[config.mk]
export PLATFORM = sky130hd
export DESIGN_NAME = alu_pipe
export DESIGN_NICKNAME = d
export VERILOG_FILES = /design/src/rtl/alu_pkg.sv /design/src/rtl/alu_core.sv /design/src/rtl/alu_pipe.sv
export SDC_FILE = /design/constraint.sdc
export NUM_CORES = 1
export LEC_CHECK = 0
export ABC_CLOCK_PERIOD_IN_PS = 7150
export CORE_ASPECT_RATIO = 1.2
export CORE_MARGIN = 3
export CORE_UTILIZATION = 55
export CTS_CLUSTER_SIZE = 8
export DETAILED_ROUTE_END_ITERATION = 8
export DONT_BUFFER_PORTS = 1
export GPL_TIMING_DRIVEN = 1
export HOLD_SLACK_MARGIN = 0.15
export PLACE_DENSITY = 0.7
export SLEW_MARGIN = 20
export SYNTH_ARGS = -nofsm -noshare
export SYNTH_HDL_FRONTEND = slang
export SYNTH_SLANG_ARGS = --single-unit
[constraint.sdc]
create_clock -name clk -period 7.15 [get_ports clk]
set_clock_uncertainty 0.2 [all_clocks]
set_input_delay 2.145 -clock clk [delete_from_list [all_inputs] [get_ports clk]]
set_output_delay 2.145 -clock clk [all_outputs]
set_load 0.05 [all_outputs]
[src/rtl/alu_pkg.sv]
// Shared opcode encodings, flag bit positions and the shift-amount width helper
// used by the ALU core and the pipeline wrapper.
package alu_pkg;

  localparam logic [2:0] OP_ADD = 3'b000;
  localparam logic [2:0] OP_SUB = 3'b001;
  localparam logic [2:0] OP_AND = 3'b010;
  localparam logic [2:0] OP_OR  = 3'b011;
  localparam logic [2:0] OP_XOR = 3'b100;
  localparam logic [2:0] OP_SHL = 3'b101;
  localparam logic [2:0] OP_SHR = 3'b110;
  localparam logic [2:0] OP_SRA = 3'b111;

  localparam int FLAG_C = 0;
  localparam int FLAG_Z = 1;
  localparam int FLAG_O = 2;
  localparam int FLAG_N = 3;
  localparam int NFLAGS = 4;

  function automatic int shw(input int width);
    return $clog2(width);
  endfunction

endpackage

[src/rtl/alu_core.sv]
// Combinational ALU: eight operations with carry/zero/overflow/negative flags.
// Add/sub and shifts are computed one bit wider so carry and shift-out fall out directly.
module alu_core
  import alu_pkg::*;
#(
  parameter int WIDTH = 16
) (
  input  logic [WIDTH-1:0]  i_a,
  input  logic [WIDTH-1:0]  i_b,
  input  logic [2:0]        i_sel,
  output logic [WIDTH-1:0]  o_res,
  output logic [NFLAGS-1:0] o_flags
);

  localparam int SHW = shw(WIDTH);
  localparam int MSB = WIDTH - 1;

  logic [SHW-1:0]   w_s;
  logic [WIDTH:0]   w_sum;
  logic [WIDTH:0]   w_diff;
  logic [WIDTH:0]   w_shl;
  logic [WIDTH:0]   w_shr;
  logic [WIDTH:0]   w_sra;
  logic [WIDTH-1:0] w_res;
  logic             w_c;
  logic             w_o;

  assign w_s    = i_b[SHW-1:0];
  assign w_sum  = {1'b0, i_a} + {1'b0, i_b};
  assign w_diff = {1'b0, i_a} - {1'b0, i_b};
  // Left shift spills the last shifted-out bit into bit WIDTH; right shifts into bit 0.
  assign w_shl  = {1'b0, i_a} << w_s;
  assign w_shr  = {i_a, 1'b0} >> w_s;
  assign w_sra  = $unsigned($signed({i_a, 1'b0}) >>> w_s);

  always_comb begin
    w_res = '0;
    w_c   = 1'b0;
    w_o   = 1'b0;
    case (i_sel)
      OP_ADD: begin
        w_res = w_sum[WIDTH-1:0];
        w_c   = w_sum[WIDTH];
        w_o   = (i_a[MSB] == i_b[MSB]) && (w_sum[MSB] != i_a[MSB]);
      end
      OP_SUB: begin
        w_res = w_diff[WIDTH-1:0];
        w_c   = w_diff[WIDTH];
        w_o   = (i_a[MSB] != i_b[MSB]) && (w_diff[MSB] != i_a[MSB]);
      end
      OP_AND: w_res = i_a & i_b;
      OP_OR:  w_res = i_a | i_b;
      OP_XOR: w_res = i_a ^ i_b;
      OP_SHL: begin
        w_res = w_shl[WIDTH-1:0];
        w_c   = w_shl[WIDTH];
      end
      OP_SHR: begin
        w_res = w_shr[WIDTH:1];
        w_c   = w_shr[0];
      end
      OP_SRA: begin
        w_res = w_sra[WIDTH:1];
        w_c   = w_sra[0];
      end
      default: ;
    endcase
  end

  assign o_res           = w_res;
  assign o_flags[FLAG_C] = w_c;
  assign o_flags[FLAG_Z] = (w_res == '0);
  assign o_flags[FLAG_O] = w_o;
  assign o_flags[FLAG_N] = w_res[MSB];

endmodule

[src/rtl/alu_pipe.sv]
// Two-stage pipelined ALU: S1 holds operands, S2 holds result and flags.
// Back-pressure ripples combinationally from out_ready to in_ready; sticky_v accumulates overflow.
module alu_pipe
  import alu_pkg::*;
#(
  parameter int WIDTH  = 16,
  parameter bit STICKY = 1'b1
) (
  input  logic             clk,
  input  logic             rst_n,
  input  logic             in_valid,
  output logic             in_ready,
  input  logic [WIDTH-1:0] opA,
  input  logic [WIDTH-1:0] opB,
  input  logic [2:0]       sel,
  output logic             out_valid,
  input  logic             out_ready,
  output logic [WIDTH-1:0] res,
  output logic             flag_c,
  output logic             flag_z,
  output logic             flag_o,
  output logic             flag_n,
  output logic             sticky_v,
  input  logic             clr_sticky
);

  logic             r_s1_valid;
  logic [WIDTH-1:0] r_s1_a;
  logic [WIDTH-1:0] r_s1_b;
  logic [2:0]       r_s1_sel;

  logic              r_s2_valid;
  logic [WIDTH-1:0]  r_res;
  logic [NFLAGS-1:0] r_flags;

  logic [WIDTH-1:0]  w_core_res;
  logic [NFLAGS-1:0] w_core_flags;
  logic              w_s1_adv;
  logic              w_s2_adv;
  logic              w_out_xfer;

  // Handshake: a beat moves when valid && ready on the same rising edge. A stage
  // may load whenever it is empty or its contents leave on that edge; once valid,
  // a stage's payload holds until it transfers.
  assign w_s2_adv   = !r_s2_valid || out_ready;
  assign w_s1_adv   = !r_s1_valid || w_s2_adv;
  assign in_ready   = w_s1_adv;
  assign w_out_xfer = r_s2_valid && out_ready;

  always_ff @(posedge clk or negedge rst_n) begin
    if (!rst_n) begin
      r_s1_valid <= 1'b0;
    end else if (w_s1_adv) begin
      r_s1_valid <= in_valid;
    end
  end

  // Operand payload carries no reset: it is only consumed alongside r_s1_valid.
  always_ff @(posedge clk) begin
    if (w_s1_adv && in_valid) begin
      r_s1_a   <= opA;
      r_s1_b   <= opB;
      r_s1_sel <= sel;
    end
  end

  alu_core #(
    .WIDTH(WIDTH)
  ) u_core (
    .i_a    (r_s1_a),
    .i_b    (r_s1_b),
    .i_sel  (r_s1_sel),
    .o_res  (w_core_res),
    .o_flags(w_core_flags)
  );

  always_ff @(posedge clk or negedge rst_n) begin
    if (!rst_n) begin
      r_s2_valid <= 1'b0;
      r_res      <= '0;
      r_flags    <= '0;
    end else if (w_s2_adv) begin
      r_s2_valid <= r_s1_valid;
      if (r_s1_valid) begin
        r_res   <= w_core_res;
        r_flags <= w_core_flags;
      end
    end
  end

  generate
    if (STICKY) begin : g_sticky
      logic r_sticky;
      // Setting on a delivered overflow takes priority over a same-cycle clear.
      always_ff @(posedge clk or negedge rst_n) begin
        if (!rst_n) begin
          r_sticky <= 1'b0;
        end else if (w_out_xfer && r_flags[FLAG_O]) begin
          r_sticky <= 1'b1;
        end else if (clr_sticky) begin
          r_sticky <= 1'b0;
        end
      end
      assign sticky_v = r_sticky;
    end else begin : g_no_sticky
      assign sticky_v = 1'b0;
    end
  endgenerate

  assign out_valid = r_s2_valid;
  assign res       = r_res;
  assign flag_c    = r_flags[FLAG_C];
  assign flag_z    = r_flags[FLAG_Z];
  assign flag_o    = r_flags[FLAG_O];
  assign flag_n    = r_flags[FLAG_N];

endmodule

==> run summary <==
==================================================================================================
Outcome                                                                               finished, final reports clean
Buffer depth of the longest clock path                                                           2
Power Dens Cells                                                                      216.6 nW/µm²
Timing-limited maximum frequency                                                        0.1996 GHz
Later-pin clock latency in the skew report                                                  340 ps
DPL Wire Length                                                                           15.29 mm
Initial detailed-routing violation count                                                       620
Number of flip-flops and latches in the synthesized netlist                                     57
Final RePlAce weighted congestion                                                            1.040
Final setup vio count                                                                            0
Post-CTS Hold Buffers                                                                            0
Sequential standard cell area                                                             1602 µm²
Worst endpoint data arrival time                                                           2660 ps
Least-Margin Pin Slew                                                                      1142 ps
Worst reg-to-reg setup slack                                                               2410 ps
Layout cell share with drive strength beyond 1                                              9.157%
Power share of the sequential group                                                          39.2%
Post-synth top area share                                                                   17.20%
Total length of routed wires                                                              20.26 mm
Initial cell density of the core                                                            57.27%
Vias after detailed routing                                                                  5,749
Post-Synthesis Mean Instance Area                                                        8.535 µm²
Slew Limit Fails                                                                                 0
Number of enable-type register cells in the synthesized netlist                                 35
Sw frac                                                                                     40.56%
Core Region                                                                             10,670 µm²
Count of antenna-violating nets left after detailed routing                                      0
Die boundary width                                                                        102.2 µm
Critical Path Max Stage Delay                                                               520 ps
Logic gate share of total power                                                              29.7%
Overall routing resource usage                                                              32.92%
Count of buffers inserted at the top-level ports                                                 0
Post-layout net count                                                                          774
IO Count                                                                                        63
Switching power summed over all nets                                                     0.5563 mW
Dpl cells                                                                                      801
Pin count of the biggest net entering global routing                                            59
Net count after synthesis                                                                      807
Leftover overflow at the end of global routing                                                   0
Post-DR vias/cell                                                                            7.037
Master cell of the clock root buffer                                                  sky130_fd_sc_hd__clkbuf_16
Class of the worst hold path                                                               reg2reg
Worst-path fanout max                                                                            3
Fraction of registers with async set or reset after synthesis                               38.60%
Cells taking the most area after synthesis                                            sky130_fd_sc_hd__edfxtp_1, sky130_fd_sc_hd__ha_1, sky130_fd_sc_hd__dfrtp_1
Post-route non-filler standard cell count                                                      817
Synth unique cells                                                                              86
RSZ-0062 raised after global routing                                                            no
Number of max-cap violations                                                                     0
Endpoint required time on the critical path                                                4810 ps
Residual DRC                                                                                     0
Setup TNS                                                                                     0 ps
Routed length per placed instance                                                         24.80 µm
Number of antenna violations at the first check in global routing                                0
Commonest register cell after synthesis                                               sky130_fd_sc_hd__edfxtp_1
CTS tree                                                                                     built
Family of cells with the greatest summed delay on the critical path                   simple AND/OR/NAND/NOR gates
Top-count cell post-synth                                                             sky130_fd_sc_hd__nand2_1
Setup crit start kind                                                                    input pin
Number of cells upsized or downsized after cts                                                   0
Clock H-tree levels                                                                              3
Number of detailed-routing iterations run before antenna repair                                  6
Diode count                                                                                      0
Combined area of all synthesized cells                                                    6111 µm²
Clock transition time at the flip-flop clock pins of the worst setup and hold paths          50 ps
Most used standard cells in the synthesized netlist                                   sky130_fd_sc_hd__nand2_1, sky130_fd_sc_hd__nor2_1, sky130_fd_sc_hd__ha_1
Yosys warnings                                                                                   0
Ordered cell list for the critical path                                                   nand3b_1
Crit Path Class                                                                             in2out
Final period util                                                                           70.06%
Final core utilization                                                                      59.36%
Clock sink total                                                                                57
Number of rows created at floorplan                                                             41
Buffers plus inverters on the worst setup path                                                   0
Sequential element share of the synthesized area                                            26.21%
Worst slew slack as a fraction of its limit                                                 23.25%
Post-Syn Instances                                                                             716
Layout-stage area growth over the synthesis result                                          3.644%
Filler cells                                                                                   983
Critical Path Slowest Stage Cell                                                      sky130_fd_sc_hd__nand3b_1
CTS Buf Count                                                                                    9
Minimum clock period                                                                       5010 ps
Final Hold Vio Count                                                                             0
Worst vdd rail ir drop                                                                   0.1168 mV
Cell type with the highest aggregate area in the netlist                              sky130_fd_sc_hd__edfxtp_1
Die outline area                                                                        12,420 µm²
Crit. End Element                                                                       output pin
Internal                                                                                 0.8153 mW
Vias in the first global route                                                               5,406
Die outline height                                                                        121.5 µm
Number of setup buffers added after CTS                                                          0
Post-route worst hold slack                                                               326.3 ps
Leakage Power                                                                             2.604 nW
Clock network power share                                                                    31.1%
Wire length of the first global-routing pass                                              30.78 mm
Multi-input gate area in the final layout                                                 4064 µm²
==================================================================================================
worst paths after layout:
| path | cells past startpoint | from | end |
|---|---|---|---|
| worst max-delay path | 1 | out_ready | in_ready |
| worst min-delay path | 1 | r_s1_valid$_DFFE_PN0N_ | out_valid$_DFFE_PN0P_ |
| worst max register to register | 11 | r_s1_b[3]$_DFFE_PP_ | r_flags[1]$_DFFE_PN0P_ |
| worst min register to register | 1 | r_s1_valid$_DFFE_PN0N_ | out_valid$_DFFE_PN0P_ |
| max in group asynchronous | 0 | rst_n | res[15]$_DFFE_PN0P_ |
| min in group asynchronous | 0 | rst_n | res[0]$_DFFE_PN0P_ |
state kept, by name (all words and copies together) (netlist names):
register,count
r_s1_a,16
r_s1_valid,1
r_s1_sel,3
sticky_v,1
r_flags,3
r_s1_b,16
out_valid,1
res,16
final cells by class:
cell class / count / share of cell area, %
multi-input combinational: 562 / 64.16
sequential: 57 / 25.29
clock buffer: 10 / 3.615
inverter: 48 / 2.845
tap: 129 / 2.548
clock inverter: 6 / 0.9482
timing repair buffer: 5 / 0.5927
cells by family (layout without fill, tap and decap cells):
family | after synthesis | in the layout | synth area share, %
AOI/OAI and AO/OA | 220 | 220 | 24.73
and+or+nand+nor | 217 | 217 | 17.10
buffers and inverters | 97 | 69 | 7.309
muxes | 57 | 57 | 11.53
DFF | 57 | 57 | 26.21
adders and majority gates | 51 | 51 | 10.69
xor gates and xnor gates | 17 | 17 | 2.437
cells in the final DEF (no fill, tap or decap), types with 6 or more instances in the layout:
cell                        synthesis  routed
sky130_fd_sc_hd__a211oi_1          13      13
sky130_fd_sc_hd__a21o_1             7       7
sky130_fd_sc_hd__a21oi_1           42      42
sky130_fd_sc_hd__a31oi_1            9       9
sky130_fd_sc_hd__clkbuf_16          0       9
sky130_fd_sc_hd__dfrtp_1           22      22
sky130_fd_sc_hd__edfxtp_1          35      35
sky130_fd_sc_hd__ha_1              49      49
sky130_fd_sc_hd__inv_1             42      42
sky130_fd_sc_hd__mux2_2            11      11
sky130_fd_sc_hd__mux2i_1           34      34
sky130_fd_sc_hd__mux4_2             7       7
sky130_fd_sc_hd__nand2_1           64      64
sky130_fd_sc_hd__nand2b_1          13      13
sky130_fd_sc_hd__nand3_1           14      14
sky130_fd_sc_hd__nor2_1            61      61
sky130_fd_sc_hd__nor2b_1            8       8
sky130_fd_sc_hd__nor3_1            18      18
sky130_fd_sc_hd__nor4_1             9       9
sky130_fd_sc_hd__o211ai_1           6       6
sky130_fd_sc_hd__o21ai_0           48      48
sky130_fd_sc_hd__o21bai_1           6       6
sky130_fd_sc_hd__o221ai_1           8       8
sky130_fd_sc_hd__o22ai_1            8       8
sky130_fd_sc_hd__xnor2_1           14      14
per-stage QoR:
stage                     instance area [µm²]  power [mW]  setup WS [ps]
final                                    6334       1.372           2140
after global routing                     6334       1.429           2123
after CTS                                6334       1.362           2142
after detailed placement                 6045      0.9386           2142
after global placement                   6045      0.9325           2165
after floorplan                          6111      0.8397           2177
layer usage:
metal / track usage [%] / routed length (µm) / vias to the layer above
met4: 15.42 / 959 / 0
met3: 6.383 / 2009 / 65
met5: 0 / 0 / -
li1: - / - / 2587
met2: 50.37 / 9090 / 376
met1: 44.38 / 8200 / 2721
power groups by stage:
stage	Combinational, mW	Sequential (mW)	Clock [mW]
3_5_place_dp	0.395	0.544	0
2_1_floorplan	0.321	0.519	0
5_1_grt	0.440	0.545	0.444
6_report	0.407	0.538	0.427
4_1_cts	0.397	0.537	0.428
3_3_place_gp	0.391	0.542	0
(Power assumes the default switching activity.)
